**config.mk**
```make
export PLATFORM = sky130hd
export DESIGN_NAME = serial_adder
export DESIGN_NICKNAME = d
export VERILOG_FILES = /design/src/rtl/serial_adder_pkg.sv /design/src/rtl/fa_cell.sv /design/src/rtl/serial_adder.sv
export SDC_FILE = /design/constraint.sdc
export NUM_CORES = 1
export LEC_CHECK = 0
export CAP_MARGIN = 15
export CORE_MARGIN = 2
export CORE_UTILIZATION = 45
export CTS_CLUSTER_SIZE = 12
export DETAILED_ROUTE_END_ITERATION = 8
export PLACE_DENSITY = 0.74
export SLEW_MARGIN = 0
export SYNTH_ARGS = -nofsm -noshare
export SYNTH_HDL_FRONTEND = slang
export SYNTH_SLANG_ARGS = --single-unit
```
**constraint.sdc**
```tcl
create_clock -name clk -period 4 [get_ports clk]
set_input_delay 0.8 -clock clk [delete_from_list [all_inputs] [get_ports clk]]
set_output_delay 0.8 -clock clk [all_outputs]
set_load 0.05 [all_outputs]
```
**src/rtl/serial_adder_pkg.sv**
```systemverilog
// Shared definitions for the serial_adder block: FSM state encoding and
// a constant clog2 used to size the step counter.
package serial_adder_pkg;

  typedef logic [1:0] state_t;

  localparam state_t IDLE = 2'd0;
  localparam state_t RUN  = 2'd1;
  localparam state_t DONE = 2'd2;

  function automatic int clog2(input int n);
    int r;
    r = 0;
    while ((1 << r) < n) r++;
    return r;
  endfunction

endpackage

```
**src/rtl/fa_cell.sv**
```systemverilog
// Combinational 1-bit full adder; chained CHUNK times per serial_adder step.
module fa_cell (
  input  logic a,
  input  logic b,
  input  logic ci,
  output logic s,
  output logic co
);

  assign s  = a ^ b ^ ci;
  assign co = (a & b) | (ci & (a ^ b));

endmodule

```
**src/rtl/serial_adder.sv**
```systemverilog
// Multi-cycle WIDTH-bit adder, CHUNK bits per cycle, valid/ready on both sides.
// Optional macro SERIAL_ADDER_SUB_EN adds a 'sub' input for a - b.
module serial_adder
  import serial_adder_pkg::*;
#(
  parameter int WIDTH = 8,
  parameter int CHUNK = 1
) (
  input  logic             clk,
  input  logic             rst,
  input  logic             in_valid,
  output logic             in_ready,
  input  logic [WIDTH-1:0] a,
  input  logic [WIDTH-1:0] b,
  input  logic             cin,
`ifdef SERIAL_ADDER_SUB_EN
  input  logic             sub,
`endif
  output logic             out_valid,
  input  logic             out_ready,
  output logic [WIDTH-1:0] sum,
  output logic             cout,
  output logic             busy
);

  localparam int NSTEP = WIDTH / CHUNK;
  localparam int CW    = clog2(NSTEP) + 1;

  state_t           state_q, state_d;
  logic [WIDTH-1:0] a_q, b_q, sum_q;
  logic             carry_q;
  logic [CW-1:0]    step_q;
  logic             last_step;

  logic [WIDTH-1:0] b_init;
  logic             carry_init;
  logic [CHUNK-1:0] chunk_s;
  logic [CHUNK:0]   c;

`ifdef SERIAL_ADDER_SUB_EN
  // Two's-complement subtract: invert B and force the initial carry to 1.
  assign b_init     = sub ? ~b : b;
  assign carry_init = sub | cin;
`else
  assign b_init     = b;
  assign carry_init = cin;
`endif

  assign c[0] = carry_q;

  for (genvar i = 0; i < CHUNK; i++) begin : g_ripple
    fa_cell u_fa (
      .a  (a_q[i]),
      .b  (b_q[i]),
      .ci (c[i]),
      .s  (chunk_s[i]),
      .co (c[i+1])
    );
  end

  assign last_step = (step_q == CW'(NSTEP - 1));

  // NOTE: async reset in the sensitivity list; sequential state uses <= only
  // so every register samples pre-edge values regardless of statement order.
  always_ff @(posedge clk or posedge rst) begin
    if (rst) state_q <= IDLE;
    else     state_q <= state_d;
  end

  // NOTE: default assignment first keeps this block free of inferred latches.
  always_comb begin
    state_d = state_q;
    case (state_q)
      IDLE:    if (in_valid)  state_d = RUN;
      RUN:     if (last_step) state_d = DONE;
      DONE:    if (out_ready) state_d = IDLE;
      default: state_d = IDLE;
    endcase
  end

  always_comb begin
    in_ready  = (state_q == IDLE);
    out_valid = (state_q == DONE);
    busy      = (state_q == RUN) || (state_q == DONE);
  end

  always_ff @(posedge clk or posedge rst) begin
    if (rst) begin
      a_q     <= '0;
      b_q     <= '0;
      sum_q   <= '0;
      carry_q <= 1'b0;
      step_q  <= '0;
    end else begin
      case (state_q)
        IDLE: begin
          if (in_valid) begin
            a_q     <= a;
            b_q     <= b_init;
            carry_q <= carry_init;
            step_q  <= '0;
          end
        end
        RUN: begin
          // Result chunks enter at the MSB end so the first chunk ends up lowest.
          a_q     <= a_q >> CHUNK;
          b_q     <= b_q >> CHUNK;
          sum_q   <= (sum_q >> CHUNK) | (WIDTH'(chunk_s) << (WIDTH - CHUNK));
          carry_q <= c[CHUNK];
          step_q  <= step_q + CW'(1);
        end
        default: ;
      endcase
    end
  end

  assign sum  = sum_q;
  assign cout = carry_q;

endmodule

```
# [Word-level counts from Yosys, hierarchy flattened]
# Cells that the tools add are included.
[word_totals] ff_bits=31 output_inout_bits=12 elab_cells=36 inputBits=21
[classes] n_eq_ne=6 n_addsub=1 muxes=12 reduce_logical=5 n_bitwise=6
[ops] op="case mux 8 bit (2 select lines)" n=2
[ops] op="2-to-1 mux 8 bit" n=2
[ops] op="bitwise OR 7 x 8 -> 8 bit" n=1
[ops] op="case mux 4 bit (2 select lines)" n=1
[ops] op="2-to-1 mux 2 bit" n=3
[ops] op="case mux 2 bit (3 select lines)" n=1
[ops] op="adder 4 x 1 -> 4 bit, second input constant" n=1
[ops] op="equality test 4 x 3 -> 1 bit, second input constant" n=1
[ops] op="2-to-1 mux 4 bit" n=1
[ops] op="inequality test 2 bit, second input constant" n=2
[ops] op="AND reduction 3 bit" n=1
[ops] op="bitwise AND 1 bit" n=2
[ops] op="equality test 2 x 1 -> 1 bit, second input constant" n=1
[ops] op="equality test 2 bit, second input constant" n=1
[ops] op="zero test 2 bit" n=1
[ops] op="inequality test 2 x 1 -> 1 bit, second input constant" n=1
[ops] op="case mux 1 bit (2 select lines)" n=1
[ops] op="AND reduction 2 bit" n=1
[ops] op="nonzero test 2 bit" n=1
[ops] op="XOR 1 bit" n=2
[ops] op="logical OR 1 bit" n=1
[ops] op="2-to-1 mux 1 bit" n=1
[ops] op="bitwise OR 1 bit" n=1

# [Depth between registers and ports, before layout]
# Gate-level depths: netlist (run 1).
[depth] word_depth=4 mapped_depth=8

# [Hierarchy]
# Synthesis (run 1) repeated with hierarchy kept, for this count alone.
[unflattened] hier_cells=128 hier_area_um2=1452.6
[modules_own_cells] mod="serial_adder" n_inst=1 cells_per_inst=127 seq_area_each_um2=775.7 area_per_inst_um2=1432.6
[modules_own_cells] mod="fa_cell" n_inst=1 cells_per_inst=1 seq_area_each_um2=0.0 area_per_inst_um2=20.0

# [Worst setup path before layout (run 1)]
# Ideal clock, no wire load.
[synth_timing] path_type="reg-to-reg" from="reg state_q[0]" to="reg carry_q, in the netlist cout" required_time_ns=3.917 synth_period_minus_slack_ns=1.848 path_slack_ns=2.152 path_buffers=2 path_stages_with_launch=8 setup_ns=0.083 arrival_time_ns=1.766 path_cell_list="dfrtp_1 -> inv_1 -> ha_1 -> mux2i_1 -> buf_2 -> buf_4 -> nand2_1 -> o21ai_0"
[synth_via] elab_chain_len=3 word_cells_on_any_way=6 cone_classes="eq/ne (2); mux (1); reduce/logical (3)"
[synth_rtl] element="start, declared" line="serial_adder.sv:29" source="state_t state_q, state_d;"
[synth_rtl] element="start signal, assigned" line="serial_adder.sv:67" source="else state_q <= state_d;"
[synth_rtl] element="zero test 2 bit (*)"
[synth_rtl] element="via in_ready" line="serial_adder.sv:12" source="output logic in_ready,"
[synth_rtl] element="inequality test 2 bit (no line) / nonzero test 2 bit (equally long branches)"
[synth_rtl] element="AND reduction 2 bit (no line)"
[synth_rtl] element="end signal, assigned" line="serial_adder.sv:100" source="carry_q <= carry_init;"
[synth_rtl] element="end signal, assigned" line="serial_adder.sv:109" source="carry_q <= c[CHUNK];"
[synth_rtl] element="end, declared" line="serial_adder.sv:31" source="logic carry_q;"
# The timed path passes the listed nets; every way through them passes the cells marked *.
# A chain may end at the register's enable or synchronous reset.

# [Final worst setup path (run 1)]
[layout_timing] from="reg state_q[1]" to="out in_ready"
[layout_via] elab_chain_len=1
[layout_rtl] element="zero test 2 bit" line="serial_adder.sv:82" source="in_ready = (state_q == IDLE);"
[layout_rtl] element="end, declared" line="serial_adder.sv:12"
# Every way passes these cells.

==> results.json, run 1 <==
{
  "status": "completed",
  "register_area_sq_um": 776,
  "io_buffers": 32,
  "core_area_sq_um": 3050,
  "num_antenna_cells": 0,
  "die_w_microns": 60.9,
  "synthTopCellsByArea": "dfrtp_1 (53%), mux2i_1 (11%), mux2_2 (7.7%), o21ai_0 (6.2%), nand2_1 (5.4%)",
  "synth_fp_nets": 155,
  "setup_tns_ps": 0,
  "p_comb_share_pct": 54.9,
  "fmax_mhz": 364,
  "vdd_drop_max_v": 0.000392,
  "worstPathArrival_ps": 1950,
  "wl_per_cell_microns": 12.4,
  "critPathMaxFanout": 5,
  "hold_viol": 0,
  "required_ps": 3200,
  "area_growth_pct": 29.4,
  "startpoint_type": "register",
  "synth_area_sq_um": 1460,
  "grt_start_max_net_pins": 34,
  "clkPwrFrac_pct": 10.4,
  "final_area_sq_um": 1880,
  "synth_enable_flop_cells": 0,
  "multi_input_area_sq_um": 621,
  "ctsHoldBuffers": 0,
  "final_nets": 189,
  "hold_path.class": "register to register",
  "final_max_slew_viol_count": 0,
  "cts_root_buffer": "clkbuf_4",
  "slew_headroom_pct": 52.6,
  "wirelength_microns": 2560,
  "finalSetupViolCount": 0,
  "yosys.cell_count.top_type": "dfrtp_1",
  "synth_warnings": 0,
  "clk_latency_ps": 330,
  "post_cts_buffers": 0,
  "rsz0062_at_grt": "false",
  "p_leak_nw": 0.831,
  "cap_viol_max_count": 0,
  "layout-drive-gt1-share_pct": 12.3,
  "use_met1_pct": 17.5,
  "synth_cell_types": 18,
  "rows": 20,
  "dr.pass1.iters": 4,
  "use_met3_pct": 4.48,
  "gr-usage-all-layers_pct": 16.5,
  "internal_power_mw": 0.901,
  "period_needed_ps": 2750,
  "worstMarginPinSlew_ps": 698,
  "synth_common_cells": "dfrtp_1 (31), nand2_1 (21), o21ai_0 (18)",
  "utilization_pct": 61.7,
  "synth_top_area_cell": "dfrtp_1",
  "cts_tree": "yes",
  "start_util_pct": 47.7,
  "cts_max_level": 2,
  "syn_avg_cell_area_sq_um": 11.4,
  "synth_top_area_share_pct": 53.3,
  "overflow": 0,
  "ys.flop_type": "dfrtp_1",
  "place_area_sq_um": 1810,
  "async_flop_share_pct": 100,
  "ctsResizeCount": 0,
  "die_h_microns": 60.9,
  "switchingPower_mw": 0.720,
  "synthCells": 128,
  "num_vias": 1021,
  "cts_max_path_buffers": 2,
  "ys_seq_elements": 31,
  "path_clk_slew_ps": 90,
  "cts_made_buffers": 5,
  "cts.sinks": 31,
  "grt_first_pass_wirelength_microns": 4410,
  "swShare_pct": 44.4,
  "power.density_nw_per_um2": 861,
  "die_area_sq_um": 3700,
  "seq_area_frac_synth_pct": 53.3,
  "drtIter0Drc": 27,
  "antenna_found_initial": 0,
  "routed_via_density": 4.93,
  "dp_hpwl_microns": 1850,
  "power.share.sequential_pct": 34.7,
  "grt_pass1_vias": 1075,
  "crit_type": "register to primary output",
  "drc_errors": 0,
  "gp_congestion": 0.727,
  "io_pins": 33,
  "finalCritPeriodShare_pct": 68.8,
  "grtUsageMet2_pct": 29.8,
  "final.fill_count": 278,
  "end_kind": "primary output",
  "fin_worst_skew_ps": 9.86,
  "top_usage_layer": "met2",
  "ant_nets": 0
}
## critical path: stages (launching register included)
cell and delay, ps:
dfrtp_1 410, inv_1 110, ha_1 270, clkdlybuf4s50_1 840
## logic make-up after synthesis
logic type / count (synthesis) / share of synthesized area (%)
AND/OR/NAND/NOR: 32 / 10.4
buffers and inverters: 13 / 4.30
adder cells (fa/ha/maj): 6 / 5.68
AO/OA/AOI/OAI: 20 / 7.57
flip-flops: 31 / 53.3
multiplexers: 26 / 18.7
## layout make-up
| type | count | share of cell area [%] |
|---|---|---|
| Clock inverter | 1 | 0.266 |
| Inverter | 5 | 0.997 |
| Clock buffer | 7 | 2.39 |
| Sequential cell | 31 | 41.2 |
| Multi-Input combinational cell | 84 | 33.0 |
| Timing Repair Buffer | 35 | 19.3 |
| Tap cell | 44 | 2.92 |
## metal layers
metal | part of all wire, % | up-vias
li1 | - | 511
met1 | 41 | 482
met2 | 53 | 20
met3 | 4.0 | 8
met4 | 2.1 | 0
met5 | 0 | -
## registers in the layout, indices dropped and copies added, names as in the netlist
name and flops:
a_q 8, b_q 8, cout 1, state_q 2
step_q 4, sum 8
## metrics by stage
stage          cells  power (mW)  setup WS [ps]  hold WS [ps]
6_report         207        1.62           1250           484
5_1_grt          207        1.76           1140           530
4_1_cts          206        1.64           1240           491
3_5_place_dp     198        1.47           1530           470
3_3_place_gp     198        1.43           1580           463
2_1_floorplan    128        1.23           2150           449
## final timing paths
kind / startpoint / endpoint / slack (ps) / cells past startpoint
worst max-delay path: state_q[1] / in_ready / 1250 / 3
worst min-delay path: a_q[1] / a_q[1] / 480 / 2
worst max register to register: state_q[1] / a_q[6] / 1870 / 6
worst min register to register: a_q[1] / a_q[1] / 480 / 2
max in group asynchronous: rst / a_q[1] / 2720 / 3
min in group asynchronous: rst / step_q[3] / 800 / 2
## cell usage in the layout, fill, tap and decap left out, drive strengths merged, types with 2 or more instances in the layout
cell type / Yosys / layout
clkdlybuf4s50: 0 / 32
dfrtp: 31 / 31
nand2: 21 / 21
o21ai: 18 / 18
mux2i: 16 / 16
mux2: 10 / 10
clkbuf: 1 / 7
inv: 5 / 5
ha: 5 / 5
nand3: 4 / 4
nand2b: 3 / 3
buf: 7 / 3
nand3b: 2 / 2
## power groups by stage
stage	combinational, mW	sequential (mW)	clock, mW
detailed placement	0.898	0.570	0
global route	0.981	0.583	0.193
CTS	0.902	0.564	0.174
global placement	0.870	0.561	0
floorplan	0.525	0.708	0
finish	0.890	0.563	0.168
No activity file was read; power rests on OpenSTA's default activity.
==> run 2: changes to the inputs <==
Clock period 4 ns to 2.8 ns, I/O delays scaled along.
==> results.json, run 2 (synthesized netlist as in run 1, its figures left out) <==
{
  "status": "completed",
  "worstPathArrival_ps": 1960,
  "crit_slowest_cell": "clkdlybuf4s50_1",
  "dp_hpwl_microns": 1870,
  "cts_max_path_buffers": 2,
  "antenna_found_initial": 0,
  "cts_made_buffers": 5,
  "post_cts_buffers": 0,
  "required_ps": 2240,
  "slew_headroom_pct": 66.2,
  "power.density_nw_per_um2": 1260,
  "final_max_slew_viol_count": 0,
  "pre_cts_ws_ps": 631,
  "layout.cells.non_filler": 207,
  "r2r-start": "state_q[1]",
  "path_clk_slew_ps": 90,
  "most-common-layout-cells": "clkdlybuf4s50_1 (32), dfrtp_1 (31), nand2_1 (21)",
  "die_h_microns": 60.9,
  "cts_max_level": 2,
  "ant_nets": 0,
  "wl_per_cell_microns": 12.4,
  "start_util_pct": 47.7,
  "cts.sinks": 31,
  "drtIter0Drc": 30,
  "max_stage_delay_ps": 840,
  "core_area_sq_um": 3050,
  "num_antenna_cells": 0,
  "layout_commonest_cell": "clkdlybuf4s50_1",
  "num_vias": 1024,
  "hold_path.class": "register to register",
  "drc_errors": 0,
  "fmax_mhz": 397,
  "die_w_microns": 60.9,
  "grt_pass1_vias": 1038,
  "p_leak_nw": 0.833,
  "wirelength_microns": 2560,
  "rsz0062_at_grt": "false",
  "layout-drive-gt1-share_pct": 12.9,
  "grt_first_pass_wirelength_microns": 4460,
  "hold_viol": 0,
  "crit_type": "register to primary output",
  "worstMarginPinSlew_ps": 506,
  "overflow": 0,
  "rows": 20,
  "dp.cells": 199,
  "cap_viol_max_count": 0,
  "gp_congestion": 0.657,
  "setup_tns_ps": 0,
  "routed_via_density": 4.95,
  "startpoint_type": "register",
  "finalCritPeriodShare_pct": 90.1,
  "vdd_drop_max_v": 0.000564,
  "critPathMaxFanout": 5,
  "area_growth_pct": 29.3,
  "io_pins": 33,
  "critPathLaunch": "state_q[1]",
  "ctsResizeCount": 0,
  "fin_worst_skew_ps": 3.53,
  "gr-usage-all-layers_pct": 16.9,
  "ctsHoldBuffers": 0,
  "dr.pass1.iters": 5,
  "io_buffers": 32,
  "finalSetupViolCount": 0,
  "fin_ws_ps": 278,
  "end_kind": "primary output",
  "grt_start_max_net_pins": 39,
  "cp_cell_sequence": "inv_1 > ha_1 > clkdlybuf4s50_1",
  "clk_latency_ps": 320,
  "min_from": "b_q[7]",
  "utilization_pct": 61.6,
  "power.total_mw": 2.37,
  "final_nets": 189,
  "die_area_sq_um": 3700,
  "cts_tree": "yes",
  "cts_root_buffer": "clkbuf_4",
  "period_needed_ps": 2520
}
[run 2: changes by cell type in the layout (fill, tap and decap cells not counted)]
cell,delta
buf_16,-1
buf_4,+1
clkbuf_8,+2
clkbuf_1,-1
clkinv_2,-1
[run 2: power by group]
group | internal, mW | switching (mW) | total (mW) | leakage, nW
Sequential | 0.667 | 0.137 | 0.803 | 0.386
Clock | 0.148 | 0.145 | 0.292 | 0.0386
Combinational | 0.522 | 0.751 | 1.27 | 0.408
Total | 1.34 | 1.03 | 2.37 | 0.833
[run 2: per-layer routing]
metal	track usage, %	share of wire [%]	up-vias
met2	29.8	53	25
li1	-	-	504
met4	6.52	1.5	0
met5	0	0	-
met3	6.40	5.0	5
met1	18.4	40	490
[run 2: worst paths after layout]
check,endpoint,slack [ps],cells after the start
max reg2reg,step_q[3],1020,5
min in group asynchronous,sum[1],600,3
max in group asynchronous,sum[3],1920,3
max,in_ready,280,3
min reg2reg,b_q[7],490,2
min,b_q[7],490,2
[run 2: critical path, delay by kind of cell, from the launching register on]
family                     cells  cell delay (ps)
adders and majority gates      1              280
DFF                            1              410
buffers and inverters          2              960
[run 2: layout make-up]
cell class,count,area [sq um]
repair buffers,35,343
inverters,5,18.8
multi-input cells,84,621
flip-flops and latches,31,776
fillers,269,1170
clock buffers,8,68.8
well taps,44,55.1
[run 2: through the flow]
| stage | instance area, sq um | hold WS (ps) |
|---|---|---|
| after floorplan | 1460 | 449 |
| after global placement | 1810 | 461 |
| after detailed placement | 1810 | 471 |
| after CTS | 1880 | 492 |
| after global routing | 1880 | 522 |
| final | 1880 | 487 |
